[config.mk]
export PLATFORM = sky130hd
export DESIGN_NAME = bsg_chip_router_reset_seq
export DESIGN_NICKNAME = d
export VERILOG_FILES = /design/src/rtl/bsg_chip_router_reset_seq.sv
export SDC_FILE = /design/constraint.sdc
export NUM_CORES = 1
export LEC_CHECK = 0
export CORE_MARGIN = 5
export CORE_UTILIZATION = 52
export CTS_BUF_LIST = sky130_fd_sc_hd__clkbuf_8 sky130_fd_sc_hd__clkbuf_16
export DETAILED_ROUTE_END_ITERATION = 10
export HOLD_SLACK_MARGIN = 0.02
export PLACE_DENSITY = 0.82
export SLEW_MARGIN = 15
export SYNTH_ARGS = -nofsm -noshare
export SYNTH_HDL_FRONTEND = slang
export SYNTH_SLANG_ARGS = --single-unit
[constraint.sdc]
create_clock -name clk_i -period 2.45 [get_ports clk_i]
set_input_delay 0.245 -clock clk_i [delete_from_list [all_inputs] [get_ports clk_i]]
set_output_delay 0.245 -clock clk_i [all_outputs]
set_load 0.01 [all_outputs]
[src/rtl/bsg_chip_router_reset_seq.sv]
// ============================================================================
//  Module      : bsg_chip_router_reset_seq
//  Description : Tag-driven router reset sequencer. Holds every router in
//                reset for a minimum time, then releases them one at a time.
//  Revision    : 1.0 - initial release
// ============================================================================
`default_nettype none

module bsg_chip_router_reset_seq #(
    parameter int num_router_p       = 5,
    parameter int cord_width_p       = 7,
    parameter int min_reset_cycles_p = 16,
    parameter int stagger_cycles_p   = 4
) (
    input  logic                    clk_i,
    input  logic                    reset_n_i,
    input  logic                    req_v_i,
    input  logic                    req_reset_i,
    input  logic [cord_width_p-1:0] req_cord_i,
    output logic [num_router_p-1:0] reset_o,
    output logic [cord_width_p-1:0] cord_o,
    output logic                    done_o,
    output logic                    busy_o
);

    localparam int c_hold_w = (min_reset_cycles_p > 1) ? $clog2(min_reset_cycles_p) : 1;
    localparam int c_stag_w = (stagger_cycles_p > 1)   ? $clog2(stagger_cycles_p)   : 1;
    localparam int c_idx_w  = (num_router_p > 1)       ? $clog2(num_router_p)       : 1;

    localparam logic [c_hold_w-1:0] c_hold_last = c_hold_w'(min_reset_cycles_p - 1);
    localparam logic [c_stag_w-1:0] c_stag_last = c_stag_w'(stagger_cycles_p - 1);
    localparam logic [c_idx_w-1:0]  c_idx_last  = c_idx_w'(num_router_p - 1);

    localparam logic [1:0] c_st_hold    = 2'd0;
    localparam logic [1:0] c_st_wait    = 2'd1;
    localparam logic [1:0] c_st_stagger = 2'd2;
    localparam logic [1:0] c_st_run     = 2'd3;

    logic [1:0]              r_state;
    logic [1:0]              w_state_next;
    logic [c_hold_w-1:0]     r_hold_cnt;
    logic [c_stag_w-1:0]     r_stag_cnt;
    logic [c_idx_w-1:0]      r_idx;
    logic                    r_req;
    logic [cord_width_p-1:0] r_cord;
    logic [num_router_p-1:0] r_reset;
    logic                    r_done;
    logic                    r_busy;

    logic                    w_req_set;
    logic                    w_req_clr;
    logic                    w_hold_last;
    logic                    w_stag_last;
    logic                    w_idx_last;
    logic                    w_accept_clr;
    logic                    w_stag_stay;
    logic [num_router_p-1:0] w_reset_next;
    logic                    w_done_next;
    logic                    w_busy_next;

    assign w_req_set    = req_v_i &  req_reset_i;
    assign w_req_clr    = req_v_i & ~req_reset_i;
    assign w_hold_last  = (r_hold_cnt == c_hold_last);
    assign w_stag_last  = (r_stag_cnt == c_stag_last);
    assign w_idx_last   = (r_idx == c_idx_last);
    // A reset=0 request only counts while the routers are still held.
    assign w_accept_clr = w_req_clr & ((r_state == c_st_hold) | (r_state == c_st_wait));
    assign w_stag_stay  = (r_state == c_st_stagger) & (w_state_next == c_st_stagger);

    // State register
    always_ff @(posedge clk_i) begin
        if (!reset_n_i) begin
            r_state <= c_st_hold;
        end else begin
            r_state <= w_state_next;
        end
    end

    // Next-state logic; a reset=1 request overrides every state
    always_comb begin
        w_state_next = r_state;
        case (r_state)
            c_st_hold: begin
                if (w_hold_last) begin
                    w_state_next = (r_req & ~w_req_clr) ? c_st_wait : c_st_stagger;
                end
            end
            c_st_wait: begin
                if (w_req_clr) begin
                    w_state_next = c_st_stagger;
                end
            end
            c_st_stagger: begin
                if (w_stag_last && w_idx_last) begin
                    w_state_next = c_st_run;
                end
            end
            default: begin
                w_state_next = c_st_run;
            end
        endcase
        if (w_req_set) begin
            w_state_next = c_st_hold;
        end
    end

    // Output logic: next values of the registered outputs
    always_comb begin
        w_reset_next = '1;
        w_done_next  = (w_state_next == c_st_run);
        w_busy_next  = (w_state_next != c_st_run);
        case (w_state_next)
            c_st_stagger: begin
                if (r_state == c_st_stagger) begin
                    w_reset_next = r_reset;
                    if (w_stag_last) begin
                        for (int k = 0; k < num_router_p; k++) begin
                            if (int'(r_idx) == k) begin
                                w_reset_next[k] = 1'b0;
                            end
                        end
                    end
                end
            end
            c_st_run: begin
                w_reset_next = '0;
            end
            default: begin
                w_reset_next = '1;
            end
        endcase
    end

    // Counters, latched request and cord
    always_ff @(posedge clk_i) begin
        if (!reset_n_i) begin
            r_hold_cnt <= '0;
            r_stag_cnt <= '0;
            r_idx      <= '0;
            r_req      <= 1'b1;
            r_cord     <= '0;
        end else begin
            if (w_req_set) begin
                r_req <= 1'b1;
            end else if (w_accept_clr) begin
                r_req <= 1'b0;
            end

            if (w_req_set || w_accept_clr) begin
                r_cord <= req_cord_i;
            end

            if ((w_state_next != c_st_hold) || w_req_set) begin
                r_hold_cnt <= '0;
            end else begin
                r_hold_cnt <= r_hold_cnt + 1'b1;
            end

            if (w_stag_stay && !w_stag_last) begin
                r_stag_cnt <= r_stag_cnt + 1'b1;
            end else begin
                r_stag_cnt <= '0;
            end

            if (!w_stag_stay) begin
                r_idx <= '0;
            end else if (w_stag_last) begin
                r_idx <= r_idx + 1'b1;
            end
        end
    end

    // Output registers
    always_ff @(posedge clk_i) begin
        if (!reset_n_i) begin
            r_reset <= '1;
            r_done  <= 1'b0;
            r_busy  <= 1'b1;
        end else begin
            r_reset <= w_reset_next;
            r_done  <= w_done_next;
            r_busy  <= w_busy_next;
        end
    end

    assign reset_o = r_reset;
    assign cord_o  = r_cord;
    assign done_o  = r_done;
    assign busy_o  = r_busy;

endmodule

`default_nettype wire

# Word level (Yosys, flattened, before mapping)
# Index checks and enable logic that the tools add are counted.
totals:
  register_bits: 26
  output_inout_bits: 14
classes:
  n_addsub: 3
  eq_ne: 18
  muxes: 14
  bitwise: 9
  reduce_logical: 17
op_table:
  columns: ["op", "n"]
  rows:
  - ["3-bit by 2-bit inequality test with 1-bit output, second input constant", 5]
  - ["2-bit AND reduction", 7]
  - ["3-bit equality test, second input constant", 4]
  - ["2-bit two-way mux", 5]
  - ["5-bit two-way mux", 2]
  - ["5-bit one-hot mux with 2 select lines", 1]
  - ["2-bit equality test, second input constant", 4]
  - ["2-bit one-hot mux with 3 select lines", 1]
  - ["1-bit AND", 5]
  - ["1-bit two-way mux", 5]
  - ["4-bit by 1-bit adder with 4-bit output, second input constant", 1]
  - ["4-bit equality test, second input constant", 1]
  - ["2-bit OR reduction", 2]
  - ["3-bit by 1-bit adder with 3-bit output, second input constant", 1]
  - ["3-bit by 2-bit equality test with 1-bit output, second input constant", 1]
  - ["3-bit logical NOT", 1]
  - ["3-bit inequality test, second input constant", 1]
  - ["1-bit NOT", 3]
  - ["2-bit by 1-bit adder with 2-bit output, second input constant", 1]
  - ["2-bit by 1-bit equality test with 1-bit output, second input constant", 1]
  - ["1-bit logical AND", 2]
  - ["2-bit logical NOT", 1]
  - ["1-bit logical OR", 2]
  - ["2-bit inequality test, second input constant", 1]
  - ["other kinds (3)", 3]

# Depth between registers and ports, before layout
# Gate-level depths: netlist of run 1.
depth:
  depth_word: 12
  depth_mapped: 5
  mapped_depth_nobuf: 5

# Least setup slack after synthesis of run 1
# Ideal clock, no wire load.
synth_timing:
  path_kind: "reg-to-reg"
  from: "reg r_idx[0]"
  to: "reg r_idx[1]"
  setup_time_ns: 0.059
  arrival_time_ns: 1.310
  required_time_ns: 2.391
  setup_slack_ns: 1.081
  path_stages_with_launch: 6
  path_buffers: 0
  synth_period_minus_slack_ns: 1.369
  path_cell_list: "dfxtp_1 -> inv_1 -> ha_1 -> and3_1 -> and4bb_4 -> and3_1"
synth_between:
  elab_chain_len: 8
  elab_cells_between_ends: 9
synth_lines:
  columns: ["element", "line_no", "text"]
  rows:
  - ["from (decl)", "43", "logic [c_idx_w-1:0] r_idx;"]
  - ["from (signal assigned)", "168", "r_idx <= r_idx + 1'b1;"]
  - ["3-bit equality test", "65", "assign w_idx_last = (r_idx == c_idx_last);"]
  - ["1-bit logical AND", "94", "if (w_stag_last && w_idx_last) begin"]
  - ["2-bit two-way mux", "94", null]
  - ["2-bit one-hot mux with 3 select lines", "82", "case (r_state)"]
  - ["2-bit two-way mux", "102", "if (w_req_set) begin"]
  - ["2-bit equality test", "68", "assign w_stag_stay = (r_state == c_st_stagger) & (w_state_next == c_st_stagger);"]
  - ["1-bit AND", "68", null]
  - ["2-bit AND reduction (no line)", null, null]
# Several ways; a longest one is shown, not always the timed one.
# A chain may end at the register's enable or synchronous reset.

# Final worst setup path of run 1
layout_timing:
  from: "reg r_stag_cnt[0]"
  to: "reg r_reset[1] (netlist: reset_o[1])"
layout_between:
  elab_chain_len: 8
  elab_cells_between_ends: 11
layout_lines:
  columns: ["element", "line_no", "text"]
  rows:
  - ["from (decl)", "42", "logic [c_stag_w-1:0] r_stag_cnt;"]
  - ["from (signal assigned)", "160", "r_stag_cnt <= r_stag_cnt + 1'b1;"]
  - ["2-bit equality test (*)", "64", "assign w_stag_last = (r_stag_cnt == c_stag_last);"]
  - ["1-bit logical AND", "94", null]
  - ["2-bit two-way mux", "94", null]
  - ["2-bit one-hot mux with 3 select lines", "82", null]
  - ["2-bit two-way mux", "102", null]
  - ["2-bit equality test", "112", "case (w_state_next)"]
  - ["3-bit by 2-bit inequality test with 1-bit output (no line) / 3-bit inequality test (equally long branches)", null, null]
  - ["2-bit AND reduction (no line)", null, null]
  - ["to (signal assigned)", "180", "r_reset <= w_reset_next;"]
  - ["to (decl)", "46", "logic [num_router_p-1:0] r_reset;"]
# Every way passes the cells marked *; elsewhere a longest branch is shown, timed or not.

==> impl_results.md, run 1 <==
- Status: completed
- Largest family of logic cells by synthesized area: simple AND/OR/NAND/NOR gates
- Synthesized area per cell: 9.82 sq um
- Max transition margin: 71.0%
- Peak supply drop: 414 uV
- Initial core utilization: 55.4%
- Post-synth top area share: 46.9%
- Post-synthesis compound-gate area fraction: 15.3%
- Yosys cell types: 31
- Simple-gate share of the synthesized area: 23.0%
- Pwr/cell area: 553 mW/mm^2
- RSZ-0062 raised after global routing: no
- Initial antenna violation count: 0
- Gr ovfl total: 0
- Mux cell area share after synthesis: 0%
- CTS resizes: 0
- Reg2reg start: r_stag_cnt[0]$_SDFF_PN0_
- Slowest cell on the critical path: ha_1
- CTS Hold Buffers Added: 0
- Critical-path cell list: ha_1 > and3_1 > and4bb_4 > a31o_2
- Skew final: 0.00269 ns
- Startpoint types: register
- Post-synthesis adder-cell area fraction: 7.89%
- CTS tree: yes
- Int Pwr: 0.612 mW
- DRT iter0 DRCs: 13
- Chip width: 56.2 um
- Predominant post-synthesis flop cell: dfxtp_1
- CTS Buffer Depth: 2
- Post-Syn Instances: 113
- Setup Fix Bufs, Post-CTS: 0
- CTS Buf Count: 3
- Worst hold-check path type: reg2reg
- Worst Setup Path Type: reg2reg
- Area contributors post-synth: dfxtp_1 47%, ha_1 7.9%, nand3b_1 4.7%, a21oi_1 4.1%, a31o_2 3.2%
- Crit path max fanout: 11
- Worst skew pair latency: 0.27 ns
- Vias per Instance: 5.42
- DRC viols: 0
- Total of warnings raised by yosys: 0
- CTS root buf: clkbuf_8
- Worst Path Required: 2.62 ns
- Ports: 25
- Fin nets: 157
- Worst path bufs/invs: 0
- ANT cells: 0
- Routed Antenna Nets: 0
- Max-cap violations: 0
- Setup TNS: 0 ns
- CP endpoint: reset_o[1]$_SDFFE_PN1P_
- Critical Path Max Stage Delay: 0.37 ns
- Asr flop ratio synth: 0%
- Number of global-route vias before repair: 941
- Pins Over Slew Limit: 0
- Die area: 0.00316 sq mm
- Logic gate share of total power: 8.3%
- Clock power share: 35.5%
- Critical R2R Capture: reset_o[1]$_SDFFE_PN1P_
- Routed wire length: 2340 um
- Reg power frac: 56.3%
- Crit path time final: 1.59 ns
- Register area share after synthesis: 46.9%
- Reg2reg setup slack: 0.86 ns
- Delay-heaviest family, CP: simple AND/OR/NAND/NOR gates
- Syn-to-layout area delta: 27.2%
- WP data arrival: 1.77 ns
- First drt pass iteration count: 6
- Final worst path period share: 65.1%
- Tightest Pin Transition: 0.433 ns
- Setup crit start: r_stag_cnt[0]$_SDFF_PN0_
- Global-route wire length before repair: 4040 um
- Total stage count of the critical path: 4
- Final setup viols: 0
- Routability cong.: 0.753
- Post-Layout Cell Count: 165
- Dominant cell type by area after synthesis: dfxtp_1
- Pleak: 0.560 nW
- Xor-xnor portion of the synthesized cell area: 2.37%
- Core area: 0.00200 sq mm
- Die Y: 56.2 um
- Worst-path clk slew: 0.09 ns
- Placed Cells: 161
- Switching Fraction: 21.6%
- Synthesized cell area: 0.00111 sq mm
- Worst R2R Path Depth: 4
- Worst hold slack: 0.432 ns
- Post-synth EDFFs: 0
- Input/output buffers: 24
- Syn Nets: 131
- Number of core rows: 16
- CP endpoint kind: register
- Yosys reg bits: 26
- DR WL/cell: 14.2 um
- Share of post-route cells with drive strength above 1: 10.1%
- Net load switching power: 0.169 mW
- Count of final hold-check violations: 0
- Via Count: 895
- Fmax: 627 MHz
- DP HPWL: 1670 um
- Pin count of the biggest net entering global routing: 16
- H-tree depth: 1
- GRT Resource Usage Total: 16.0%
- Clk sinks: 26
[power by group through the flow]
stage / sequential (mW) / combinational, mW / clock, mW
floorplan: 0.451 / 0.0258 / 0
global placement: 0.449 / 0.0624 / 0
detailed placement: 0.449 / 0.0644 / 0
CTS: 0.439 / 0.0649 / 0.278
global route: 0.441 / 0.0699 / 0.301
finish: 0.439 / 0.0645 / 0.277
[cells in the mapped netlist, drive strengths merged, types with 2 or more instances]
master / number
inv: 6
nand3b: 7
and3: 4
nor2b: 2
ha: 7
nand3: 5
dfxtp: 26
a21oi: 9
xor2: 2
a31o: 4
buf: 3
o21ai: 9
nand2: 8
nor2: 9
[registers in the layout (all words and copies together) (netlist names)]
name	flops
r_state	2
busy_o	1
reset_o	5
r_req	1
cord_o	7
r_idx	3
r_stag_cnt	2
r_hold_cnt	4
done_o	1
[layer usage]
layer	vias to the layer above	wire length (um)	global-route usage [%]	share of wire, %
met5	-	0	0	0
met4	0	34	6.44	1.5
met3	5	116	3.48	5.0
met2	26	1120	27.7	48
met1	419	1070	18.9	46
li1	445	-	-	-
[through the flow]
stage | cell area [sq um] | total power [mW] | setup WS, ns | utilization, %
6_report | 1410 | 0.781 | 0.856 | 70.5
5_1_grt | 1410 | 0.812 | 0.751 | 70.5
4_1_cts | 1410 | 0.782 | 0.856 | 70.5
3_5_place_dp | 1360 | 0.513 | 0.763 | 67.8
3_3_place_gp | 1360 | 0.511 | 0.771 | 67.8
2_1_floorplan | 1110 | 0.477 | 1.08 | -
[cells by family (layout without fill, tap and decap cells)]
family / count (synthesis) / in the layout
compound gates: 26 / 26
simple gates: 42 / 42
buf+inv: 9 / 34
flops: 26 / 26
fa+ha+maj: 7 / 7
xor+xnor: 3 / 3
[how the worst min path moves through the flow]
stage	from	end	slack, ns	cells after the start
3_3_place_gp	r_stag_cnt[0]$_SDFF_PN0_	r_stag_cnt[0]$_SDFF_PN0_	0.42	1
4_1_cts	r_stag_cnt[0]$_SDFF_PN0_	r_stag_cnt[0]$_SDFF_PN0_	0.43	1
2_1_floorplan	req_reset_i	r_req$_SDFFE_PP1P_	0.37	2
6_report	r_stag_cnt[0]$_SDFF_PN0_	r_stag_cnt[0]$_SDFF_PN0_	0.43	1
3_5_place_dp	r_stag_cnt[0]$_SDFF_PN0_	r_stag_cnt[0]$_SDFF_PN0_	0.42	1
5_1_grt	r_stag_cnt[0]$_SDFF_PN0_	r_stag_cnt[0]$_SDFF_PN0_	0.46	1
[placed cells by master, fill, tap and decap left out]
cell | Yosys | layout
nor4b_1 | 1 | 1
nor2b_1 | 1 | 1
nor2b_4 | 1 | 1
and3_1 | 4 | 4
o211ai_1 | 1 | 1
and4b_1 | 1 | 1
nand2_1 | 7 | 7
o31ai_1 | 1 | 1
xor2_1 | 2 | 2
xnor2_1 | 1 | 1
o21ai_1 | 6 | 6
a21o_1 | 1 | 1
a31o_2 | 4 | 4
nor2_1 | 9 | 9
nand4_1 | 1 | 1
ha_1 | 7 | 7
nand3_1 | 5 | 5
clkdlybuf4s50_1 | 0 | 24
nand2_2 | 1 | 1
inv_1 | 6 | 6
and3b_2 | 1 | 1
o21ai_2 | 1 | 1
clkbuf_8 | 0 | 4
and4bb_4 | 1 | 1
a21boi_4 | 1 | 1
or2_1 | 1 | 1
o21ai_0 | 2 | 2
a21oi_1 | 9 | 9
nand3b_1 | 7 | 7
dfxtp_1 | 26 | 26
and4_1 | 1 | 1
[final cells by class]
| cell class | count | area, sq um |
|---|---|---|
| Inverter | 6 | 22.5 |
| Sequential cell | 26 | 520 |
| Clock buffer | 4 | 55.1 |
| Fill cell | 162 | 591 |
| Timing Repair Buffer | 24 | 240 |
| Tap cell | 27 | 33.8 |
| Multi-Input combinational cell | 78 | 539 |
No activity file was read; power rests on OpenSTA's default activity.
==> run 2, diff against run 1 <==
--- a/config.mk
+++ b/config.mk
@@ -6,11 +6,11 @@
 export NUM_CORES = 1
 export LEC_CHECK = 0
 export CORE_MARGIN = 5
-export CORE_UTILIZATION = 52
+export CORE_UTILIZATION = 43
 export CTS_BUF_LIST = sky130_fd_sc_hd__clkbuf_8 sky130_fd_sc_hd__clkbuf_16
 export DETAILED_ROUTE_END_ITERATION = 10
 export HOLD_SLACK_MARGIN = 0.02
-export PLACE_DENSITY = 0.82
+export PLACE_DENSITY = 0.73
 export SLEW_MARGIN = 15
 export SYNTH_ARGS = -nofsm -noshare
 export SYNTH_HDL_FRONTEND = slang
==> constraint.sdc (replaced) <==
create_clock -name clk_i -period 1.3 [get_ports clk_i]
set_input_delay 0.13 -clock clk_i [delete_from_list [all_inputs] [get_ports clk_i]]
set_output_delay 0.13 -clock clk_i [all_outputs]
set_load 0.01 [all_outputs]
==> impl_results.md, run 2 (same netlist as run 1, synthesis figures left out) <==
- Pwr Total: 1.41 mW
- Fmax: 789 MHz
- Fin nets: 171
- Max-cap violations: 0
- Worst-path clk slew: 0.09 ns
- Post-layout util: 63.4%
- Worst hold slack: 0.424 ns
- Initial core utilization: 44.8%
- CTS root buf: clkbuf_8
- Placed Cells: 175
- Share of post-route cells with drive strength above 1: 25.2%
- Via Count: 934
- Critical R2R Capture: r_idx[0]$_SDFFE_PN0P_
- Commonest non-fill, non-tap cell in the layout: dfxtp_1
- Final setup viols: 0
- Worst Setup Path Type: reg2reg
- Min-delay src: req_cord_i[5]
- Chip width: 60.8 um
- Global-route wire length before repair: 3960 um
- Crit path max fanout: 7
- Pwr/cell area: 895 mW/mm^2
- DR WL/cell: 13.3 um
- Most repeated library cell on the critical path: and3_4
- Input/output buffers: 24
- DRT iter0 DRCs: 18
- First drt pass iteration count: 4
- RSZ-0062 raised after global routing: yes
- Post-DP Area: 0.00145 sq mm
- Reg2reg setup slack: 0.03 ns
- Core area: 0.00248 sq mm
- Reg2reg start: r_idx[1]$_SDFFE_PN0P_
- Routed Antenna Nets: 0
- Worst R2R Path Depth: 5
- Dpl ws: -0.143 ns
- Max reg flops: 7
- Die Y: 60.8 um
- Pins Over Slew Limit: 0
- ANT cells: 0
- Worst skew pair latency: 0.27 ns
- Syn-to-layout area delta: 41.6%
- CTS Buffer Depth: 2
- Routability cong.: 0.690
- Peak supply drop: 657 uV
- Worst hold stages: 3
- Fillers: 227
- Max transition margin: 78.0%
- Routed wire length: 2410 um
- Die area: 0.00370 sq mm
- Critical Path Max Stage Delay: 0.35 ns
- Final worst path period share: 97.5%
- Setup crit start: r_idx[1]$_SDFFE_PN0P_
- Skew final: 0.0105 ns
- Setup TNS: 0 ns
- Multi-input logic area: 579 sq um
- Crit path time final: 1.27 ns
- Vias per Instance: 5.16
- CTS Buf Count: 3
- Startpoint types: register
- Gr ovfl total: 0
- Tightest Pin Transition: 0.330 ns
- Critical-path cell list: inv_2 > ha_4 > and3_4 > and4bb_4 > and3_4
- Pleak: 0.713 nW
- Slowest cell on the critical path: and4bb_4
- DP HPWL: 1770 um
- WP data arrival: 1.48 ns
- Number of core rows: 18
- GRT Resource Usage Total: 14.3%
- Initial antenna violation count: 0
- Most frequent cells in the layout: 23 x dfxtp_1, 14 x clkdlybuf4s50_1, 14 x buf_4
- Ports: 25
- WHS Endpoint: cord_o[5]$_SDFFE_PN0P_
- Design area: 0.00157 sq mm
- CP endpoint kind: register
- Number of global-route vias before repair: 920
- H-tree depth: 1
- Clk sinks: 26
- Post-Layout Cell Count: 181
- Worst hold-check path type: in2reg
- Flip-flop and latch area: 524 sq um
- DRC viols: 0
- Status: completed
- Count of final hold-check violations: 0
- Final Worst Setup Slack: 0.0325 ns
- CTS tree: yes
- Worst Path Required: 1.52 ns
- Pin count of the biggest net entering global routing: 16
run 2: cell types whose count changed in the layout (fill, tap and decap cells not counted), sizes merged:
cell           delta
buf              +14
clkbuf            -1
clkdlybuf4s50    -10
dlygate4sd2       +1
dlymetal6s2s      +9
run 2: area by class of cell:
class | instances | share of cell area [%]
multi-input combinational | 78 | 36.9
sequential | 26 | 33.4
timing repair buffer | 38 | 23.3
clock buffer | 3 | 2.63
tap | 30 | 2.39
inverter | 6 | 1.43
run 2: how the worst max path moves through the flow:
stage                                    endpoint  cells past startpoint
after global placement    reset_o[2]$_SDFFE_PN1P_                      4
after global routing        r_idx[0]$_SDFFE_PN0P_                      5
after floorplan             r_idx[0]$_SDFFE_PN0P_                      5
after detailed placement  reset_o[2]$_SDFFE_PN1P_                      4
after CTS                 reset_o[3]$_SDFFE_PN1P_                      4
final                       r_idx[0]$_SDFFE_PN0P_                      5
run 2: worst max-delay path, delay by kind of cell (launching register included):
family | cells | cell delay, ns
simple gates | 3 | 0.67
buf+inv | 1 | 0.05
fa+ha+maj | 1 | 0.15
flops | 1 | 0.34
run 2: layer usage:
layer / up-vias / GRT usage (%) / routed length (um)
met5: - / 0 / 0
met4: 0 / 5.57 / 21
met3: 4 / 4.47 / 169
met2: 25 / 25.5 / 1170
met1: 428 / 15.8 / 1050
li1: 477 / - / -
run 2: what timing repair did:
action                                  CTS  global route
resized for setup                         8            13
endpoints found under the setup margin    7            17
buffers inserted                          3             0
pin swaps                                 6             2
cloned                                    0             0
hold buffers                              0             0
run 2: report_power, final:
part	internal (mW)	switching (mW)	leakage (nW)	total, mW
sequential	0.816	0.0118	0.213	0.827
clock	0.207	0.241	0.0216	0.449
combinational	0.0735	0.0564	0.478	0.130
